--- src/rtl/decoder_pkg.sv ---
// Shared decoder definitions: FSM state encoding and a one-hot helper.
// Latency: none, declarations only.
// Backpressure: not applicable.
package decoder_pkg;

    localparam int MAX_SEL_W = 6;
    localparam int MAX_LINES = 1 << MAX_SEL_W;

    typedef enum logic [1:0] {
        ST_IDLE   = 2'd0,
        ST_DIRECT = 2'd1,
        ST_SCAN   = 2'd2
    } dec_state_t;

    // Callers keep the low 2**SEL_W bits of the result.
    function automatic logic [MAX_LINES-1:0] onehot(input logic [MAX_SEL_W-1:0] idx);
        logic [MAX_LINES-1:0] v;
        v      = '0;
        v[idx] = 1'b1;
        return v;
    endfunction

endpackage

--- src/rtl/dwell_counter.sv ---
// Dwell timer: tick marks the last of DWELL consecutive run cycles.
// Latency: tick is combinational from the count; the count restarts on the tick edge.
// Backpressure: none; clr takes priority over run.
module dwell_counter #(
    parameter int DWELL = 4
) (
    input  logic clk,
    input  logic rst_n,
    input  logic clr,
    input  logic run,
    output logic tick
);

    localparam int CNT_W = (DWELL > 1) ? $clog2(DWELL) : 1;
    localparam logic [CNT_W-1:0] LAST = CNT_W'(DWELL - 1);

    logic [CNT_W-1:0] cnt;

    assign tick = run && (cnt == LAST);

    always_ff @(posedge clk or negedge rst_n) begin
        if (!rst_n) begin
            cnt <= '0;
        end else if (clr || tick) begin
            cnt <= '0;
        end else if (run) begin
            cnt <= cnt + CNT_W'(1);
        end
    end

endmodule

--- src/rtl/onehot_decoder_scan.sv ---
// Registered one-hot decoder with direct-select and timed auto-scan modes.
// Latency: one cycle from en/mode/sel_vld to y, y_vld, cur_idx and wrap.
// Backpressure: none; sel is consumed on every sel_vld strobe, en=0 wins over everything.
module onehot_decoder_scan
    import decoder_pkg::*;
#(
    parameter int SEL_W      = 2,
    parameter int DWELL      = 4,
    parameter bit ACTIVE_LOW = 1'b0
) (
    input  logic                  clk,
    input  logic                  rst_n,
    input  logic                  en,
    input  logic                  mode,
    input  logic [SEL_W-1:0]      sel,
    input  logic                  sel_vld,
    output logic [(1<<SEL_W)-1:0] y,
    output logic                  y_vld,
    output logic [SEL_W-1:0]      cur_idx,
    output logic                  wrap
);

    localparam int N = 1 << SEL_W;
    localparam logic [N-1:0]     Y_IDLE  = ACTIVE_LOW ? {N{1'b1}} : {N{1'b0}};
    localparam logic [SEL_W-1:0] IDX_MAX = {SEL_W{1'b1}};

    dec_state_t           state, nxt_state;
    logic [SEL_W-1:0]     nxt_idx;
    logic                 nxt_vld, nxt_wrap;
    logic [N-1:0]         nxt_y;
    logic [MAX_LINES-1:0] dec_full;
    logic                 run, tick;
    logic                 unused_dec;

    // Only an undisturbed scan cycle lets the dwell timer advance.
    assign run = en && mode && !sel_vld && (state == ST_SCAN);

    dwell_counter #(
        .DWELL (DWELL)
    ) u_dwell (
        .clk   (clk),
        .rst_n (rst_n),
        .clr   (!run),
        .run   (run),
        .tick  (tick)
    );

    always_comb begin
        nxt_state = state;
        nxt_idx   = cur_idx;
        nxt_vld   = 1'b0;
        nxt_wrap  = 1'b0;
        if (!en) begin
            nxt_state = ST_IDLE;
        end else begin
            nxt_vld   = 1'b1;
            nxt_state = mode ? ST_SCAN : ST_DIRECT;
            if (sel_vld) begin
                nxt_idx = sel;
            end else if (tick) begin
                nxt_idx  = cur_idx + SEL_W'(1);
                nxt_wrap = (cur_idx == IDX_MAX);
            end
        end
    end

    always_comb begin
        dec_full = onehot(MAX_SEL_W'(nxt_idx));
        nxt_y    = nxt_vld ? (dec_full[N-1:0] ^ Y_IDLE) : Y_IDLE;
    end

    assign unused_dec = &{1'b0, dec_full};

    always_ff @(posedge clk or negedge rst_n) begin
        if (!rst_n) begin
            state   <= ST_IDLE;
            cur_idx <= '0;
            y       <= Y_IDLE;
            y_vld   <= 1'b0;
            wrap    <= 1'b0;
        end else begin
            state   <= nxt_state;
            cur_idx <= nxt_idx;
            y       <= nxt_y;
            y_vld   <= nxt_vld;
            wrap    <= nxt_wrap;
        end
    end

endmodule

--- config.mk ---
export PLATFORM = sky130hd
export DESIGN_NAME = onehot_decoder_scan
export DESIGN_NICKNAME = d
export VERILOG_FILES = /design/src/rtl/decoder_pkg.sv /design/src/rtl/dwell_counter.sv /design/src/rtl/onehot_decoder_scan.sv
export SDC_FILE = /design/constraint.sdc
export NUM_CORES = 1
export LEC_CHECK = 0
export BUFFER_PORTS_ARGS = -buffer_cell sky130_fd_sc_hd__buf_2
export CORE_AREA = 2 2 39 41
export DETAILED_ROUTE_END_ITERATION = 8
export DIE_AREA = 0 0 41 43
export PLACE_DENSITY = 0.66
export SYNTH_ARGS = -nofsm -noshare
export SYNTH_HDL_FRONTEND = slang
export SYNTH_SLANG_ARGS = --single-unit
--- constraint.sdc ---
create_clock -name clk -period 1.6 [get_ports clk]
set_input_delay 0.08 -clock clk [delete_from_list [all_inputs] [get_ports clk]]
set_output_delay 0.08 -clock clk [all_outputs]
set_load 0.02 [all_outputs]
==> metrics, run 1 <==
DR WL/cell ~13 um; Post-DRT Antenna Nets 0; Final period util 0.9318; Initial Utilization 0.4069; root buffer cell clkbuf_4; startpoint type of the worst setup path register; Fmax 0.6707 GHz; area grow syn2layout 22.67%; P_int roughly 510 uW; switching part of the total 0.2574; Pleak about 0.00034 uW; H-Tree Depth 1; die height approximately 43 um; placed insts 73; Total Wirelength approximately 980 um; drt pass-1 iters 2; Max Fanout on Critical Path 5; initial antenna violation count 0; Ant. Diodes 0; non-filler instance count after layout 78; Cell variety after synth 29; Flop pwr share 0.484; crit-path max cell delay 0.36 ns; ys async rst share 1.000; relative slew slack 0.8149; Mapped Cells between 40 and 50; Mapped Area about 560 um^2; PwrDens slightly below 1000 nW/um^2; critical path type reg -> reg; Clock Skew about 0.0022 ns; Gate power share 0.170; minimum clock period about 1.5 ns; hold slack between 0.06 and 0.07 ns; hold path cells 1; total power 683.1 uW; HPWL Detailed 731.8 um; hold worst-path end y_vld; Worst R2R Start u_dwell.cnt[0]; worst endpoint required time 1.76 ns; Slew Limit Fails 0; Seq/Total Area, Yosys 0.5333; Worst VDD drop approximately 0.45 mV; worst r2r path cells 5; hold path startpoint en; core footprint ~1400 um^2; power share of the clock group 0.345; slowest CP cell dfrtp_1; Synth Register Bits 12; # setup viols final 0; Avg Inst Size Synth roughly 13 um^2; Row Count 14; gp weighted congestion approximately 0.72; Top-Level Pins 15; Tightest Pin Transition between 0.2 and 0.3 ns; Die Width roughly 41 um; Global Route Usage Sum 0.1468; first-pass GRT wire length ~1.7 mm; R2R Path End y[3]; Vias 401; drt drc 0; Post-synth EDFFs 0; largest net degree at the start of global routing 14; ys flop type dfrtp_1; Final Hold Fails 0; R2R Setup Slk 0.11 ns; max cap viols 0; DR iter-0 viols 3; hold crit path type in -> reg; grt ovf 0; share of cells above drive strength 1 0.4032; status finished clean; number of global-route vias before repair between 400 and 500; RSZ-0062 raised after global routing false; # clock sinks 12; Max Root-Sink Buffers 2; IO buf count 14; CP cell instances ha_1 > and4b_4 > o21ai_2 > a22o_4 > o2111a_1; clk slew on worst S/H paths 0.07 ns; nets 72; NetSw between 150 and 200 uW; setup bufs post-CTS 0; total die area between 1500 and 2000 um^2; syn_nets 54; YS warnings 0; setup tns final 0 ns; CTS tree done; vias per std cell just over 5; CP Data Arrival Time approximately 1.7 ns; TritonCTS Buffers 3; clk_lat worst skew roughly 0.27 ns; CP endpoint kind register
==> logic make-up after synthesis <==
logic type	count (synthesis)	synth area share
DFF	12	0.5333
xor gates and xnor gates	1	0.01556
buffers and inverters	4	0.04222
AOI/OAI and AO/OA	10	0.1467
and+or+nand+nor	16	0.2178
adders and majority gates	2	0.04444
==> metal layers <==
layer / wire length, um / global-route usage
met2: 505 / 0.2156
met5: 0 / 0
met3: 29 / 0.03141
met1: 431 / 0.1824
met4: 12 / 0.1000
==> state kept, by name, indices dropped and copies added (netlist names) <==
name,flops
y,4
cur_idx,2
state,2
u_dwell.cnt,2
wrap,1
y_vld,1
==> synthesized netlist by cell type (2+ instances only) <==
| library cell | instances | area share |
|---|---|---|
| dfrtp_1 | 12 | 0.53 |
| ha_1 | 2 | 0.044 |
| inv_1 | 2 | 0.013 |
| nand2_1 | 2 | 0.013 |
| nand4b_1 | 2 | 0.031 |
| o21ai_2 | 2 | 0.031 |
==> worst max path at each step <==
stage	to	startpoint	slack, ns	cells past startpoint
final	y[3]	u_dwell.cnt[0]	0.11	5
after detailed placement	y[0]	u_dwell.cnt[0]	0.09	5
after CTS	y[0]	u_dwell.cnt[0]	0.07	5
after global placement	y[0]	u_dwell.cnt[0]	0.12	5
after floorplan	y[3]	cur_idx[1]	0.22	5
after global routing	y[1]	u_dwell.cnt[0]	0.01	5
==> final cells by class <==
cell class | instances | area [um^2]
clock buffer | 4 | 36.28
fill | 127 | 693.2
tap | 16 | 20.02
inverter | 2 | 7.507
multi-input combinational | 29 | 246.5
timing repair buffer | 15 | 80.08
sequential | 12 | 300.3
==> worst max-delay path: cells and delay by family (launching register included) <==
kind / cells / cell delay [ns]
flip-flops: 1 / 0.36
adder cells (fa/ha/maj): 1 / 0.23
AND/OR/NAND/NOR: 1 / 0.29
AO/OA/AOI/OAI: 3 / 0.49
==> through the flow <==
step / instance area [um^2] / setup slack [ns] / utilization
final: 690.7 / 0.1091 / 0.4991
after CTS: 683.2 / 0.06936 / 0.4937
after detailed placement: 636.9 / 0.09263 / 0.4602
after global placement: 636.9 / 0.1181 / 0.4602
after floorplan: 563.0 / 0.2196 / -
after global routing: 690.7 / 0.01317 / 0.4991
==> power groups by stage <==
stage	logic, uW	clock network, uW	registers (uW)
after floorplan	58.8	0	354
after CTS	115	243	331
after global placement	112	0	336
final	116	236	331
after global routing	129	252	333
after detailed placement	113	0	337
==> cells in the final DEF (no fill, tap or decap), types with 2 or more instances in the layout <==
master	instances
nand2_1	2
inv_1	2
nand4b_1	2
clkbuf_4	3
dfrtp_1	12
buf_2	14
o21ai_2	2
ha_1	2
==> timing repair <==
action                                  CTS  global route
gates resized for setup                   0             1
endpoints found under the setup margin    0             2
hold buffers                              1             0
hold endpoints to repair                 12             0
No activity file was read; power rests on OpenSTA's default activity.
==> run 2: changes to the inputs <==
- clock period: 1.6 -> 1.8 ns (I/O delays scaled with it)
==> run 2 against run 1 <==
Against the previous run: final cell count is the same; power shrank 12%; wire length shrank 0.20%; clock skew is the same; utilization shrank 0.54 points; worst hold slack gained 0.010 ns; clock power shrank 11%; critical endpoint is now y[0]; sequential share of layout area grew 0.48 points; non-clock buffer count is the same; die area is the same; first-iteration DRC count is the same; register-to-register slack gained 0.19 ns.
==> metrics, run 2 (synthesis gave the netlist of run 1 again) <==
status finished clean; Worst R2R Start u_dwell.cnt[0]; hold crit path type in -> reg; Initial Utilization 0.4069 (unchanged); Tightest Pin Transition 0.2751 ns (unchanged); # setup viols final 0 (unchanged); cts hold-fix bufs 1 (unchanged); area of the multi-input gates 239.0 um^2 (-3.0%); nets 72 (unchanged); worst r2r path cells 5 (unchanged); initial antenna violation count 0 (unchanged); PwrDens 884.7 nW/um^2 (-11%); Clock Skew 0.002240 ns (unchanged); Slew Limit Fails 0 (unchanged); drt drc 0 (unchanged); Vias 401 (unchanged); R2R Path End y[0]; H-Tree Depth 1 (unchanged); Worst VDD drop 0.4004 mV (-11%); R2R Setup Slk 0.29 ns (+0.19 ns); Die Width 41 um (unchanged); CTS tree done; Top reg by flops y; Row Count 14 (unchanged); Global Route Usage Sum 0.1468 (unchanged); RSZ-0062 raised after global routing false; minimum clock period 1.505 ns (+0.01417 ns); max reg flops 4 (unchanged); grt ovf 0 (unchanged); DR iter-0 viols 3 (unchanged); Post-DRT Antenna Nets 0 (unchanged); Max Root-Sink Buffers 2 (unchanged); Fmax 0.6644 GHz (-0.94%); Top-Level Pins 15 (unchanged); DR WL/cell 12.53 um (-0.20%); die height 43 um (unchanged); Area after DPL 636.9 um^2 (unchanged); post-CTS sizing 0 (unchanged); # clock sinks 12 (unchanged); Setup crit end y[0]; Final Hold Fails 0 (unchanged); gp weighted congestion 0.7226 (unchanged); max cap viols 0 (unchanged); Layout fillers 129 (+1.6%); root buffer cell clkbuf_4; TritonCTS Buffers 3 (unchanged); first-pass GRT wire length 1.718 mm (unchanged); startpoint type of the worst setup path register; hold path cells 1 (unchanged); HPWL Detailed 731.8 um (unchanged); CP Data Arrival Time 1.67 ns (+0.02 ns); setup tns final 0 ns (unchanged); IO buf count 14 (unchanged); worst endpoint required time 1.96 ns (+0.20 ns); number of global-route vias before repair 408 (unchanged); share of cells above drive strength 1 0.3871 (-0.01613); total die area 1763 um^2 (unchanged); area grow syn2layout 21.33%; fin area 683.2 um^2 (-1.1%); setup bufs post-CTS 0 (unchanged); drt pass-1 iters 2 (unchanged); Critical Path Start u_dwell.cnt[0]; clk_lat worst skew 0.27 ns (about the same); Pleak 0.0003381 uW (-1.0%); Total Wirelength 977 um (-0.20%); critical path type reg -> reg; commonest non-fill, non-tap cell in the layout buf_2; Final period util 0.8362 (-0.09566); relative slew slack 0.8149 (unchanged); CP endpoint kind register; largest net degree at the start of global routing 14 (unchanged); commonest non-fill, non-tap cells in the layout 14 x buf_2, 12 x dfrtp_1, 3 x clkbuf_4; core footprint 1384 um^2 (unchanged); vias per std cell 5.141 (unchanged); Max Fanout on Critical Path 5 (unchanged); Ant. Diodes 0 (unchanged); register area 300.3 um^2 (unchanged); clk slew on worst S/H paths 0.07 ns (about the same)
run 2: metal layers:
metal / up-vias / part of all wire / global-route usage
li1: 197 / - / -
met1: 194 / 0.44 / 0.1824
met2: 8 / 0.52 / 0.2156
met3: 2 / 0.030 / 0.03141
met4: 0 / 0.012 / 0.1000
met5: - / 0 / 0
run 2: area by class of cell:
| type | count | share of cell area |
|---|---|---|
| inverters | 2 | 0.01099 |
| clock buffers | 4 | 0.05311 |
| repair buffers | 15 | 0.1172 |
| flip-flops and latches | 12 | 0.4396 |
| well taps | 16 | 0.02930 |
| multi-input cells | 29 | 0.3498 |
run 2: critical path, cell delays in order, from the launching register on:
cell and delay, ns:
dfrtp_1 0.39, ha_1 0.25, and4b_4 0.23, xnor2_1 0.23
o21ai_2 0.11, and3b_1 0.18
run 2: how the worst min path moves through the flow:
stage	from	to	slack, ns
floorplan	rst_n	cur_idx[0]	-0.21
global placement	rst_n	y_vld	-0.02
finish	en	y_vld	0.07
detailed placement	rst_n	y_vld	-0.02
CTS	en	y_vld	0.06
global route	en	y_vld	0.08
run 2: power breakdown:
group | leakage [uW] | internal (uW) | switching (uW)
clock network | 0.0000210 | 123 | 86.8
registers | 0.000156 | 285 | 9.72
logic | 0.000161 | 41.9 | 58.7
run 2: metrics by stage:
step,hold slack (ns),power (uW),setup WS [ns],std cells,utilization
floorplan,-0.2056,367.0,0.4196,45,-
global placement,-0.02089,398.7,0.3181,73,0.4602
detailed placement,-0.02300,399.9,0.2926,73,0.4602
CTS,0.06302,611.9,0.2694,78,0.4937
global route,0.07752,632.0,0.1696,78,0.4937
finish,0.07193,604.4,0.2949,78,0.4937
==> run 3: changes to the inputs <==
- clock period: 1.8 -> 1.4 ns (I/O delays scaled with it)
==> run 3 against run 2 <==
Against the previous run: first-iteration DRC count shrank 67%; sequential power grew 28%; clock skew barely moved; via count up 4.0%; wire length increased by 3.0%; non-clock buffer count is 4 higher; final area grew 7.3%; critical path type unchanged; critical endpoint is now y[3].
==> metrics, run 3 (synthesis gave the netlist of run 1 again) <==
Pleak 0.0003585 uW (+6.0%); Total Wirelength 1.006 mm (+3.0%); IO buf count 14 (unchanged); critical path type reg -> reg; worst endpoint required time 1.57 ns (-0.39 ns); Max Root-Sink Buffers 2 (unchanged); CP endpoint kind register; vias per std cell 5.085 (-1.1%); max reg flops 4 (unchanged); Final period util 0.9871 (+0.1510); share of cells above drive strength 1 0.4545 (+0.06745); Global Route Usage Sum 0.1408 (-0.005973); relative slew slack 0.8235 (+0.008570); CP cell instances ha_4 > and4b_4 > o21ai_2 > a22o_4 > o2111a_1; DR iter-0 viols 1 (-2); first-pass GRT wire length 1.538 mm (-10%); Area after DPL 659.4 um^2 (+3.5%); # clock sinks 12 (unchanged); status finished clean; crit-path max cell delay 0.39 ns (about the same); Critical Path Start u_dwell.cnt[0]; grt ovf 0 (unchanged); PwrDens 1078 nW/um^2 (+22%); R2R Setup Slk 0.02 ns (-0.28 ns); critical path depth 5 (unchanged); Final Core Density 0.5298 (+0.03617); Tightest Pin Transition 0.2623 ns (-0.01274 ns); non-filler instance count after layout 82 (+5.1%); number of global-route vias before repair 361 (-12%); cell family with most CP delay compound AO/OA/AOI/OAI gates; Clock Skew 0.001762 ns (-0.0004784 ns); drt drc 0 (unchanged); commonest non-fill, non-tap cell in the layout buf_2; TritonCTS Buffers 3 (unchanged); worst r2r path cells 5 (unchanged); max cap viols 0 (unchanged); Fmax 0.7236 GHz (+8.9%); root buffer cell clkbuf_4; HPWL Detailed 736.7 um (+0.67%); Slew Limit Fails 0 (unchanged); H-Tree Depth 1 (unchanged); Ant. Diodes 0 (unchanged); slowest CP cell dfrtp_1; initial antenna violation count 0 (unchanged); area grow syn2layout 30.22%; placed insts 76 (+4.1%); largest net degree at the start of global routing 14 (unchanged); hold crit path type in -> reg; hold slack 0.03199 ns (-0.03995 ns); total die area 1763 um^2 (unchanged); Worst R2R Start u_dwell.cnt[0]; Post-DRT Antenna Nets 0 (unchanged); nets 76 (+5.6%); Initial Utilization 0.4069 (unchanged); DR WL/cell 12.27 um (-2.1%); Row Count 14 (unchanged); Worst VDD drop 0.6533 mV (+63%); clk_lat worst skew 0.28 ns (about the same); # setup viols final 0 (unchanged); Vias 417 (+4.0%); drt pass-1 iters 2 (unchanged); number of buffers and inverters on the critical path 0 (unchanged); Layout fillers 117 (-9.3%); CTS tree done; CP Data Arrival Time 1.55 ns (-0.12 ns); commonest non-fill, non-tap cells in the layout 14 x buf_2, 12 x dfrtp_1, 4 x buf_4; Setup crit end y[3]; Die Width 41 um (unchanged); R2R Path End y[3]; Top reg by flops y; Top-Level Pins 15 (unchanged); startpoint type of the worst setup path register; RSZ-0062 raised after global routing true; Max Fanout on Critical Path 3 (-2); minimum clock period 1.382 ns (-0.1231 ns); setup tns final 0 ns (unchanged); clk slew on worst S/H paths 0.07 ns (about the same); die height 43 um (unchanged); fin area 733.2 um^2 (+7.3%); core footprint 1384 um^2 (unchanged); Final Hold Fails 0 (unchanged); gp weighted congestion 0.8150 (+13%)
run 3: cell count changes in the layout (fill, tap and decap cells not counted):
cell,change
buf_4,+4
xnor2_2,+1
ha_4,+1
ha_1,-1
xnor2_1,-1
run 3: area by class of cell:
| cell class | count | area (um^2) | area share |
|---|---|---|---|
| Clock buffer | 4 | 36.28 | 0.04949 |
| Inverter | 2 | 7.507 | 0.01024 |
| Multi-Input combinational cell | 29 | 259.0 | 0.3532 |
| Sequential cell | 12 | 300.3 | 0.4096 |
| Tap cell | 16 | 20.02 | 0.02730 |
| Timing Repair Buffer | 19 | 110.1 | 0.1502 |
run 3: worst min-delay path by stage:
stage	cells after the start	endpoint	startpoint
6_report	1	y_vld	en
5_1_grt	1	y_vld	en
4_1_cts	1	y_vld	en
3_5_place_dp	1	y_vld	rst_n
3_3_place_gp	1	y_vld	rst_n
2_1_floorplan	0	cur_idx[0]	rst_n
run 3: metal layers:
layer | up-vias | part of all wire | GRT usage
met3 | 5 | 0.038 | 0.03141
met1 | 195 | 0.43 | 0.1695
met5 | - | 0 | 0
li1 | 206 | - | -
met4 | 0 | 0.042 | 0.1400
met2 | 11 | 0.49 | 0.1906
run 3: repair_timing:
item	CTS	global route
pin swaps	4	0
resized for setup	2	1
buffers inserted	1	0
setup endpoints to repair	4	4
hold buffers	1	0
hold endpoints to repair	12	0
run 3: power breakdown:
part           internal (uW)  switching (uW)
logic                   61.8            81.0
registers                366            9.73
clock network            158             114
run 3: stage by stage:
step / total power [uW] / setup WS [ns]
after detailed placement: 519.0 / -0.02131
after global routing: 828.2 / -0.02769
final: 790.6 / 0.01805
after CTS: 802.6 / 0.002690
after global placement: 518.9 / 0.02071
after floorplan: 471.9 / 0.01957
